===== config.mk =====
export PLATFORM = sky130hd
export DESIGN_NAME = mult_arbiter
export DESIGN_NICKNAME = d
export VERILOG_FILES = /design/src/rtl/mult_arbiter.sv
export SDC_FILE = /design/constraint.sdc
export NUM_CORES = 1
export LEC_CHECK = 0
export ABC_AREA = 1
export CAP_MARGIN = 20
export CELL_PAD_IN_SITES_DETAIL_PLACEMENT = 1
export CELL_PAD_IN_SITES_GLOBAL_PLACEMENT = 1
export CORE_MARGIN = 3
export CORE_UTILIZATION = 39
export CTS_CLUSTER_SIZE = 40
export DETAILED_ROUTE_END_ITERATION = 16
export PLACE_DENSITY = 0.87
export SETUP_SLACK_MARGIN = 0.4
export SYNTH_ARGS = -nofsm -noshare
export SYNTH_HDL_FRONTEND = slang
export SYNTH_SLANG_ARGS = --single-unit

===== constraint.sdc =====
create_clock -name clk -period 6.6 [get_ports clk]
set_clock_uncertainty 0.1 [all_clocks]
set_input_delay 0.66 -clock clk [delete_from_list [all_inputs] [get_ports clk]]
set_output_delay 0.66 -clock clk [all_outputs]
set_load 0.01 [all_outputs]

===== src/rtl/mult_arbiter.sv =====
// rtl/mult_arbiter.sv - round-robin arbiter sharing one pipelined signed 17x16 fractional multiplier
//
// Ports:
//   clk     system clock
//   rst     synchronous reset, active-high
//   iReq    per-requester request, held high until granted
//   iA      per-requester signed 17b operand, slot k = iA[17*k +: 17]
//   iB      per-requester unsigned 16b coefficient, slot k = iB[16*k +: 16]
//   oGnt    one-hot grant, combinational from iReq and the round-robin pointer
//   oValid  one-hot registered result strobe, two cycles after the grant
//   oTag    index of the requester owning oOut
//   oOut    sat16((A*B) >>> 16), holds while oValid=0
// Optional feature macro: MULT_ARB_PRIO_EN (requester 0 gets fixed top priority).
module mult_arbiter #(
  parameter int NREQ = 4,
  parameter int TAGW = $clog2(NREQ)
) (
  input  logic                 clk,
  input  logic                 rst,
  input  logic [NREQ-1:0]      iReq,
  input  logic [NREQ*17-1:0]   iA,
  input  logic [NREQ*16-1:0]   iB,
  output logic [NREQ-1:0]      oGnt,
  output logic [NREQ-1:0]      oValid,
  output logic [TAGW-1:0]      oTag,
  output logic [15:0]          oOut
);

  localparam logic [TAGW-1:0] LAST = TAGW'(NREQ - 1);

  logic [TAGW-1:0]    ptr_q, ptr_d;
  logic [TAGW-1:0]    cand;
  logic               pick_vld;
  logic [TAGW-1:0]    pick_idx;
  logic               keep_ptr;

  logic               s1_vld_q, s1_vld_d;
  logic signed [16:0] s1_a_q, s1_a_d;
  logic [15:0]        s1_b_q, s1_b_d;
  logic [TAGW-1:0]    s1_tag_q, s1_tag_d;

  logic signed [16:0] s1_bx;
  logic signed [33:0] prod;
  logic signed [33:0] shifted;

  logic [NREQ-1:0]    valid_q, valid_d;
  logic [TAGW-1:0]    tag_q, tag_d;
  logic [15:0]        out_q, out_d;

  // Arbitration: walk the requests starting at the pointer, wrapping at NREQ-1.
  always_comb begin
    pick_vld = 1'b0;
    pick_idx = '0;
    keep_ptr = 1'b0;
    cand     = ptr_q;
`ifdef MULT_ARB_PRIO_EN
    // Requester 0 wins outright and does not advance the pointer.
    if (iReq[0]) begin
      pick_vld = 1'b1;
      keep_ptr = 1'b1;
    end
    for (int i = 0; i < NREQ; i++) begin
      if (!pick_vld && (cand != '0) && iReq[cand]) begin
        pick_vld = 1'b1;
        pick_idx = cand;
      end
      cand = (cand == LAST) ? '0 : cand + 1'b1;
    end
`else
    for (int i = 0; i < NREQ; i++) begin
      if (!pick_vld && iReq[cand]) begin
        pick_vld = 1'b1;
        pick_idx = cand;
      end
      cand = (cand == LAST) ? '0 : cand + 1'b1;
    end
`endif
    ptr_d = ptr_q;
    if (pick_vld && !keep_ptr) begin
      ptr_d = (pick_idx == LAST) ? '0 : pick_idx + 1'b1;
    end
    oGnt = '0;
    if (pick_vld && !rst) begin
      oGnt[pick_idx] = 1'b1;
    end
  end

  // Stage 1 captures the granted slot's operands.
  always_comb begin
    s1_vld_d = pick_vld;
    s1_tag_d = pick_idx;
    s1_a_d   = iA[pick_idx*17 +: 17];
    s1_b_d   = iB[pick_idx*16 +: 16];
  end

  // Stage 2: B is zero-extended so the product treats it as an unsigned fraction.
  always_comb begin
    s1_bx   = $signed({1'b0, s1_b_q});
    prod    = s1_a_q * s1_bx;
    shifted = prod >>> 16;
    valid_d = '0;
    tag_d   = tag_q;
    out_d   = out_q;
    if (s1_vld_q) begin
      valid_d[s1_tag_q] = 1'b1;
      tag_d             = s1_tag_q;
      if (shifted > 34'sd32767) begin
        out_d = 16'h7fff;
      end else if (shifted < -34'sd32768) begin
        out_d = 16'h8000;
      end else begin
        out_d = shifted[15:0];
      end
    end
  end

  always_ff @(posedge clk) begin
    if (rst) begin
      ptr_q    <= '0;
      s1_vld_q <= 1'b0;
      s1_a_q   <= '0;
      s1_b_q   <= '0;
      s1_tag_q <= '0;
      valid_q  <= '0;
      tag_q    <= '0;
      out_q    <= '0;
    end else begin
      ptr_q    <= ptr_d;
      s1_vld_q <= s1_vld_d;
      s1_a_q   <= s1_a_d;
      s1_b_q   <= s1_b_d;
      s1_tag_q <= s1_tag_d;
      valid_q  <= valid_d;
      tag_q    <= tag_d;
      out_q    <= out_d;
    end
  end

  assign oValid = valid_q;
  assign oTag   = tag_q;
  assign oOut   = out_q;

endmodule

### Word-level counts from Yosys, hierarchy flattened

Cells that the tools add are included.

* latch bits: 0
* word-level logic and storage cells: 69
* register bits: 60
* output and inout port bits: 26
* ROM bits: 0
* memories kept: 0
* memory bits (writable): 0

* shift operators: 2
* magnitude comparators: 10
* $add $sub $neg: 4
* bitwise operators: 1
* div/mod/pow operators: 0
* equal/unequal tests: 4
* reduce and logical (&&, ||, !) cells: 11
* multiplexer cells: 27
* multiply operators: 2

Operators with widths (count)
* variable part select 68 x 8 -> 17 bit: 1
* variable part select 64 x 7 -> 16 bit: 1
* multiplier 17 x 17 -> 34 bit: 1
* 2-to-1 mux 16 bit: 2
* greater-than comparator 18 x 16 -> 1 bit, second input constant: 1
* < comparator 18 x 16 -> 1 bit, second input constant: 1
* < comparator 2 x 3 -> 1 bit, second input constant: 6
* 2-to-1 mux 2 bit: 8
* 2-to-1 mux 1 bit: 10
* adder 2 x 1 -> 2 bit, second input constant: 4
* binary-select mux 1 bit (select 2 bit): 4
* == test 2 bit, second input constant: 4
* multiplier 2 x 5 -> 7 bit, second input constant: 1
* logical AND 1 bit: 6
* demux 1 bit (select 2 bit): 2
* greater-or-equal comparator 2 x 1 -> 1 bit, second input constant: 2
* zero test 1 bit: 4
* 2-to-1 mux 4 bit: 1
* OR reduction 2 bit: 1
* inverter 1 bit: 1

### Logic depth before layout (Yosys ltp)

* depth after elaboration: 17
* gate-level depth with buffers: 32
* gate-level depth less buffers: 29

### Least setup slack after synthesis

Ideal clock, no wire load.

* path kind: register -> register
* start: reg s1_b_q[3]
* end: reg out_q[4], in the netlist oOut[4]
* cell stages (with the launch flop): 26
* required time: 6.381 ns
* arrival time: 5.922 ns
* path slack: 0.459 ns
* path through: dfxtp_1 -> clkbuf_1 -> clkbuf_1 -> nand2_1 -> fa_1 -> fa_1 -> inv_1 -> fa_1 -> fa_1 -> fa_1 -> inv_1 -> fa_1 -> inv_1 -> ha_1 -> nand2_1 -> inv_1 -> nand2_1 -> nor4_1 -> nand2_1 -> nand2_1 -> nand2_1 -> nand2_1 -> nand2_1 -> a21oi_4 -> buf_4 -> a21oi_1

* cells in the longest elaborated chain, start to end: 4
* elaborated cells on any way between the ends: 5
* those cells by class: mul: 1; order compare: 2; mux: 2

RTL lines
* from (decl): RTL line 39 `logic [15:0] s1_b_q, s1_b_d;`
* from (signal assigned): RTL line 122 `s1_b_q <= '0;`
* from (signal assigned): RTL line 131 `s1_b_q <= s1_b_d;`
* multiplier 17 x 17 -> 34 bit (*): RTL line 99 `prod = s1_a_q * s1_bx;`
* < comparator 18 x 16 -> 1 bit: RTL line 109 `end else if (shifted < -34'sd32768) begin`
* 2-to-1 mux 16 bit: RTL line 109
* 2-to-1 mux 16 bit (*): RTL line 107 `if (shifted > 34'sd32767) begin`
* to (signal assigned): RTL line 135 `out_q <= out_d;`
* to (decl): RTL line 48 `logic [15:0] out_q, out_d;`

Mark *: on every way between the ends. The rest lies on a longest branch, timed or not.
A chain may end at the register's enable or synchronous reset.

### Worst setup path in the final report

* start: reg s1_b_q[7]
* end: reg out_q[10], in the netlist oOut[10]

Same word-level chain as after synthesis.

==> results.yml <==
status:
  status: "finished, final reports clean"
cells_and_area:
  final_cell_mix: "nand2_1, inv_1, fa_1, clkdlybuf4s50_1, ha_1"
  finalNetCount: 2698
  final_layout_size_suffix_gt1_frac: 0.110
  layout_commonest_cell: "nand2_1"
  fin_cells: 2659
  postLayoutCoreUtil: 0.496
  area_delta_synth_final_pct: 23.9
detailed_routing:
  viasPerCell: 5.33
  wl_mm: 58.8
  drcViolationCount: 0
  post_drt_wl_per_cell_um: 22.1
  dr.pass1.iters: 5
  drt_iter0_drc: 994
  vias: 14200
  final_antenna_net_count: 0
timing:
  final_hold_viol_count: 0
  final.period_utilization: 0.980
  slew_headroom: 0.408
  max_clock_freq_mhz: 155
  rsz0062_at_grt: "yes"
  finalSetupTns_ns: 0
  worst_pin_slew_ns: 0.888
  setup_violations: 0
  finalMaxSlewViolations: 0
  period_needed_ns: 6.47
setup_path:
  worst_path_most_repeated_cell: "nand2_1"
  critical_path_class: "reg2reg"
  r2r_cells: 26
  endpoint_kind: "flop"
  critPathLaunch: "s1_b_q[7]"
  worst-path-max-fanout: 15
  critPathArrivalTime_ns: 6.60
  slowest_stage: "fa_1"
  crit_path_start_kind: "flop"
  endpoint: "oOut[10]"
  r2r-start: "s1_b_q[7]"
  worstReg2RegEnd: "oOut[10]"
  crit_required_ns: 6.72
  rrSetupSlack_ns: 0.13
  cp_num_cells: 26
  slowest_delay_ns: 0.67
  crit_buf_inv: 6
  critPathTopFamily: "adder cells"
synthesis:
  synth-simple-area-share: 0.213
  synth_top_area_frac: 0.383
  yosysTopAreaCell: "fa_1"
  synth_fa_ha_area_frac: 0.461
  synthMuxAreaShare: 0
  ys_top_cells_by_area: "fa_1, nand2_1, inv_1"
  synth.distinct_cells: 38
  synth-compound-area-share: 0.0589
  ys_seq_area_frac: 0.0830
  synth_seq_cells: 60
  syn_inst: 2026
  synth_top_family_by_area: "adder cells"
  syn-cell-area_mm2: 0.0145
  synth_xor_area_frac: 0.00484
  ys_warn_count: 0
  syn_nets: 2531
  syn_avg_cell_area_um2: 7.14
place:
  detailed_place_hpwl_mm: 41.1
  dp_cells: 2605
  port_buffers: 163
  place_congestion: 0.898
grt:
  grt_antenna_before_repair: 1
  grt_pass1_vias: 15800
  grt_max_degree: 95
  grt_usage: 0.265
  grt_pass1_wl_mm: 81.0
  overflow: 0
cts:
  clockRootBuffer: "clkbuf_16"
  cts_buffer_depth: 2
  cts_buffers: 9
  clk_latency_ns: 0.36
  h-tree-depth: 3
  postCtsHoldBufs: 0
  clk_pin_slew_ns: 0.07
  cts.sinks: 60
  cts_tree: "yes"
floorplan:
  design.die.area_mm2: 0.0394
  die_x_um: 199
  ios: 164
  coreArea_mm2: 0.0361
  initial_utilization: 0.401
  die_h_um: 199
  rows: 69
worst_hold_path:
  hold_start: "s1_tag_q[0]"
  hp-class: "reg2reg"
flow_run:
  max_cap_violations: 0
==> what timing repair did <==
| item | in CTS | in global routing |
|---|---|---|
| cloned | 0 | 1 |
| buffers inserted | 8 | 29 |
| pin swaps | 8 | 24 |
| gates resized for setup | 38 | 150 |
| setup endpoints to repair | 16 | 16 |
==> Yosys cell counts, drive strengths merged <==
cell / number
nor2: 63
fa: 277
xor2: 6
a31oi: 1
nand3: 35
nor3b: 1
a21oi: 54
and2: 1
o211ai: 6
clkbuf: 74
buf: 18
ha: 90
inv: 575
dfxtp: 60
xnor2: 2
nor4: 3
nand4: 5
and3: 1
nand3b: 13
o31ai: 1
nand2: 629
o21ai: 85
nor3: 11
o21bai: 8
or2: 5
o21a: 2
==> sequential cells by signal, summed over array words and instances (netlist names) <==
| signal | cells |
|---|---|
| s1_vld_q | 1 |
| ptr_q | 2 |
| s1_a_q | 17 |
| s1_tag_q | 2 |
| oValid | 4 |
| s1_b_q | 16 |
| oTag | 2 |
| oOut | 16 |
==> metrics by stage <==
| step | cell area (um2) | setup WS [ns] | hold WS [ns] |
|---|---|---|---|
| finish | 17900 | 0.129 | 0.375 |
| global route | 17900 | -0.0657 | 0.389 |
| CTS | 17100 | 0.401 | 0.376 |
| detailed placement | 16600 | -0.0154 | 0.369 |
| global placement | 16600 | 0.326 | 0.352 |
| floorplan | 14500 | 0.459 | 0.322 |
==> worst min path at each step <==
stage | slack, ns | endpoint | cells after the start
finish | 0.37 | oValid[2] | 1
CTS | 0.38 | oValid[2] | 1
floorplan | 0.32 | oValid[0] | 1
detailed placement | 0.37 | oValid[2] | 1
global placement | 0.35 | oValid[2] | 1
global route | 0.39 | oValid[2] | 1
==> final cells by class <==
cell class,count,area (um2)
well taps,461,577
clock buffers,11,253
inverters,575,2160
flip-flops and latches,60,1250
repair buffers,248,2400
multi-input cells,1299,11200
fillers,4486,18200
clock inverters,4,48.8
diodes,1,2.50
==> layer usage <==
metal | track usage | wire length (um)
met1 | 0.280 | 19900
met2 | 0.505 | 30700
met3 | 0.0296 | 3260
met4 | 0.158 | 4930
met5 | 0 | 0
==> cells by family after synthesis <==
logic type	after synthesis
simple gates	767
buf+inv	667
fa+ha+maj	367
compound gates	157
flops	60
xor+xnor	8
Power is left out: the tool's default activity adds up to more than one toggle a clock period on the data nets, which glitch-free logic cannot reach.
==> RTL edit 1, RTL diff (same settings) <==
`NREQ`: 4 -> 2.
--- a/src/rtl/mult_arbiter.sv
+++ b/src/rtl/mult_arbiter.sv
@@ -12,7 +12,7 @@
 //   oOut    sat16((A*B) >>> 16), holds while oValid=0
 // Optional feature macro: MULT_ARB_PRIO_EN (requester 0 gets fixed top priority).
 module mult_arbiter #(
-  parameter int NREQ = 4,
+  parameter int NREQ = 2,
   parameter int TAGW = $clog2(NREQ)
 ) (
   input  logic                 clk,
Interface: changed (6 resized); port bits go from 164 to 91. No check against the original RTL was run, so the function may have changed too.
==> RTL edit 1 against the unedited design <==
  * Largest cell class unchanged
  * Die area down 7.7%
  * Sequential cell count down 5
  * Wire length down 27%
  * Area after synthesis down 7.9%
  * Cell area down 15%
  * Via count down 21%
  * Worst setup slack better by 0.48 ns
  * Non-clock buffer count down 107
Power is left out: it rests on default switching activity, and per cell area and clock period it moved more than threefold.
==> RTL edit 1: results (changes against the unedited design) <==
The run finished with clean final reports. The met2 layer wire length in the routed design was 23.8 mm (-22%). The fraction of registers with async set/reset was 0% (unchanged); the via count of the first global-routing pass was 13400 (-15%). The number of sinks driven by the clock tree is 55 (-8.3%), and the number of port buffers is 90 (-45%). The clock-pin transition on the worst setup and hold timing paths is 0.07 ns (about the same).

The initial antenna violation count was 0 (-1); the estimated wirelength of the detail-placed design was 36.5 mm (-11%). The via count normalized by instance count works out to 4.93 (-7.6%). The worst register-to-register path begins at s1_a_q[16].

The reg2reg setup slack was 0.61 ns (+0.48 ns); the cell area after placement was 14800 µm² (-11%). The path with the worst hold slack has its endpoint at oValid[0]. The last weighted congestion value of the routability-driven placer is 0.874 (-2.6%), and the overall fraction of global-route tracks in use is 24.2% (-2.3 points). The maximum fanout along the worst path works out to 6 (-9). The run gives 4123 (-8.1%) as the final-layout fill cell count. The headroom to the max-slew limit was 61.3% (+21 points); the pin count of the biggest net entering global routing was 52 (-45%). The TritonCTS buffer count is 5 (-4).

The routed wirelength normalized by instance count was 18.8 µm (-15%); the sequential cell area fraction in the yosys report was 8.27% (-0.035 points). The final layout net count is 2261 (-16%). In the post-synthesis netlist, the biggest area contributors are fa_1 (42%), inv_1 (15%), nand2_1 (14%). The later-pin clock latency in the skew report was 0.32 ns (-0.04 ns); the met3 wirelength from detailed routing was 1.33 mm (-59%).

After synthesis, the most frequently instantiated cells are inv_1 (518), nand2_1 (484), fa_1 (277). For the number of antenna diodes, the log shows 0 (-1). The run gives 15.2 mm (-23%) as the met1 routed wirelength after detailed routing. The count of distinct cell types in the synthesized netlist was 34 (-11%). The number of levels in the clock H-tree is 2 (-1). The fraction of layout instances using a drive strength above 1 is 11.0% (-0.025 points), and the highest cell delay on the worst timing path is 0.64 ns (-0.03 ns). Initial detailed-routing violation count: 574 (-42%). The cell type of the slowest stage on the worst timing path was fa_2. Source of the worst hold timing path: s1_tag_q.
## RTL edit 1: final cells by class
cell class              count  area (µm²)  area share [%]
multi-input cells        1101       10100            66.2
inverters                 525        1970            12.9
repair buffers            141        1330            8.65
flip-flops and latches     55        1180            7.73
well taps                 448         561            3.66
clock buffers               5         125           0.817
clock inverters             2        16.3           0.106
## RTL edit 1: metrics by stage
| stage | cells | hold slack [ns] | setup WS, ns | util, % |
|---|---|---|---|---|
| 6_report | 2277 | 0.318 | 0.612 | 45.5 |
| 5_1_grt | 2277 | 0.333 | 0.340 | 45.5 |
| 4_1_cts | 2268 | 0.320 | 0.406 | 44.5 |
| 3_5_place_dp | 2261 | 0.312 | 0.0596 | 44.0 |
| 3_3_place_gp | 2261 | 0.305 | 0.165 | 44.0 |
| 2_1_floorplan | 1758 | 0.293 | 0.443 | - |
## RTL edit 1: worst max-delay path by stage
| stage | startpoint | end | slack, ns | depth (start not counted) |
|---|---|---|---|---|
| 6_report | s1_a_q[16] | oOut[13] | 0.61 | 23 |
| 5_1_grt | s1_a_q[16] | oOut[13] | 0.34 | 23 |
| 4_1_cts | s1_a_q[15] | oOut[4] | 0.41 | 24 |
| 3_5_place_dp | s1_a_q[16] | oOut[13] | 0.06 | 22 |
| 3_3_place_gp | s1_a_q[16] | oOut[13] | 0.16 | 22 |
| 2_1_floorplan | s1_a_q[16] | oOut[10] | 0.44 | 26 |
## RTL edit 1: cell families (layout without fill, tap and decap cells)
kind of cell               after synthesis  in the layout  share of synthesized area, %
and+or+nand+nor                        637            638                          19.9
buffers and inverters                  603            673                          17.2
adders and majority gates              362            362                          49.6
AOI/OAI and AO/OA                       85             85                          3.94
DFF                                     55             55                          8.27
xor gates and xnor gates                16             16                          1.05
## RTL edit 1: repair_timing
| action | 4_1_cts | 5_1_grt |
|---|---|---|
| buffers inserted | 0 | 8 |
| endpoints found under the setup margin | 16 | 16 |
| pin swaps | 0 | 7 |
| cloned | 0 | 1 |
| resized for setup | 20 | 86 |
## RTL edit 1: routing by layer
layer	GRT usage, %	vias up
met5	0	-
met4	13.0	0
met3	2.30	142
met2	47.1	300
met1	25.3	5693
li1	-	5081
==> RTL edit 2, RTL diff (same flow settings) <==
Made on the original files. Reset style: asynchronous (`rst`), changed in one clocked block. Comments in the files are not updated.
--- a/src/rtl/mult_arbiter.sv
+++ b/src/rtl/mult_arbiter.sv
@@ -114,7 +114,7 @@
     end
   end
 
-  always_ff @(posedge clk) begin
+  always_ff @(posedge clk or posedge rst) begin
     if (rst) begin
       ptr_q    <= '0;
       s1_vld_q <= 1'b0;
Check against the original RTL: not equivalent (a bounded check fails within 4 cycles, from zero or initial values and one cycle with rst high; the reset may be asserted at any time).
==> RTL edit 2 against the unedited design <==
  * Cell area is 1.0% higher
  * Area after synthesis rose by 0.63%
  * Sequential cell count stayed put
  * Synthesized cell count shrank 3.8%
  * Worst setup slack better by 0.20 ns
  * Wire length fell by 12%
  * Core utilization down 0.34 points
  * Non-clock buffer count did not move
  * Fmax grew 3.2%
  * Sequential share of layout area rose by 1.6 points
Power is left out: the tool's default activity adds up to more than one toggle a clock period on the data nets, which glitch-free logic cannot reach.
==> RTL edit 2: results (changes against the unedited design) <==
Sorting the synthesized cells by how often they occur yields inv_1 (594), nand2_1 (543), fa_1 (277). The met2 layer wire length in the routed design was 28.7 mm (-6.4%); the highest cell delay on the worst timing path was 0.58 ns (-0.09 ns). The logs give 6.44 ns (-0.16 ns) for the arrival time of the worst setup path and 0 (-1) for the number of antenna diodes.

For the via count of the first global-routing pass, the log shows 15100 (-4.3%). The tools report the met3 wirelength from detailed routing as 1.98 mm (-39%). The worst register-to-register path begins at s1_b_q[6]. The estimated wirelength of the detail-placed design was 39.3 mm (-4.4%); the global-route wire length before repair was 76.9 mm (-5.0%). The share of the synthesized area in compound gates (AO/OA/AOI/OAI) was 7.19% (+1.3 points).

Sequential cell area fraction in the yosys report: 10.3% (+2.0 points). The met1 routed wirelength after detailed routing is 18.5 mm (-7.3%), and the transition time at the pin with the least slew margin is 1.10 ns (+0.214 ns). After synthesis, the cell types taking the most area are fa_1 (38%), inv_1 (15%), nand2_1 (14%). The core footprint is 36700 µm² (+1.7%). The source of the worst hold timing path was s1_tag_q[0].

The total number of vias was 13200 (-6.7%). The run finished with clean final reports. The arithmetic-cell share of the synthesized area counting full adders, half adders and majority gates is 45.8% (-0.29 points), and the number of nets produced by synthesis is 2453 (-3.1%). The routed wirelength normalized by instance count is 20.0 µm (-9.4%).

The xor/xnor share of the synthesized area is 0.963% (+0.48 points). First-pass iteration count of the detailed router: 4 (-1). For the met3 usage in global routing, the log shows 3.14% (+0.17 points). The run gives 118 (+24%) as the pin count of the biggest net entering global routing. The fraction of registers with async set/reset was 100% (+100 points); the final layout net count was 2625 (-2.7%).

The last weighted congestion value of the routability-driven placer is 0.873 (-2.7%). The met2 capacity usage during global routing was 47.9% (-2.6 points).
==> RTL edit 2: cell count changes after synthesis, sizes merged, moves of 13 or more <==
cell    delta
nand2     -85
o211ai    +62
o21ai     -61
dfrtp     +60
dfxtp     -60
inv       +23
nand3     -15
nand3b    -13
==> RTL edit 2: final timing paths <==
kind | endpoint | slack, ns | cells after the start
min reg2reg | oValid[2] | 0.37 | 1
min | oValid[2] | 0.37 | 1
min in group asynchronous | oValid[3] | 0.77 | 3
max reg2reg | oOut[7] | 0.33 | 27
max in group asynchronous | s1_b_q[11] | 4.95 | 3
max | oOut[7] | 0.33 | 27
==> RTL edit 2: layout make-up <==
class / instances / area share [%]
Multi-Input combinational cell: 1203 / 60.8
Timing Repair Buffer: 248 / 13.1
Inverter: 598 / 12.4
Sequential cell: 60 / 8.57
Tap cell: 468 / 3.24
Clock buffer: 12 / 1.47
Clock inverter: 3 / 0.380
==> RTL edit 2: worst register-to-register path, delay by kind of cell (launching register included) <==
family,cells,cell delay (ns)
DFF,1,0.49
adders and majority gates,7,3.36
AOI/OAI and AO/OA,1,0.16
and+or+nand+nor,13,1.50
buffers and inverters,6,0.56
==> RTL edit 2: through the flow <==
step | hold WS, ns | area, µm² | cells | setup WS [ns] | util, %
after detailed placement | 0.365 | 16700 | 2532 | 0.0175 | 45.5
final | 0.368 | 18100 | 2592 | 0.329 | 49.3
after global placement | 0.365 | 16700 | 2532 | 0.291 | 45.5
after global routing | 0.405 | 18100 | 2592 | 0.0983 | 49.3
after floorplan | 0.322 | 14600 | 1948 | 0.413 | -
after CTS | 0.373 | 17200 | 2558 | 0.406 | 46.9
==> RTL edit 2: timing repair <==
item / in CTS / in global routing
gates cloned: 0 / 2
pin swaps: 1 / 33
setup buffers: 11 / 32
endpoints found under the setup margin: 15 / 16
resized for setup: 41 / 135
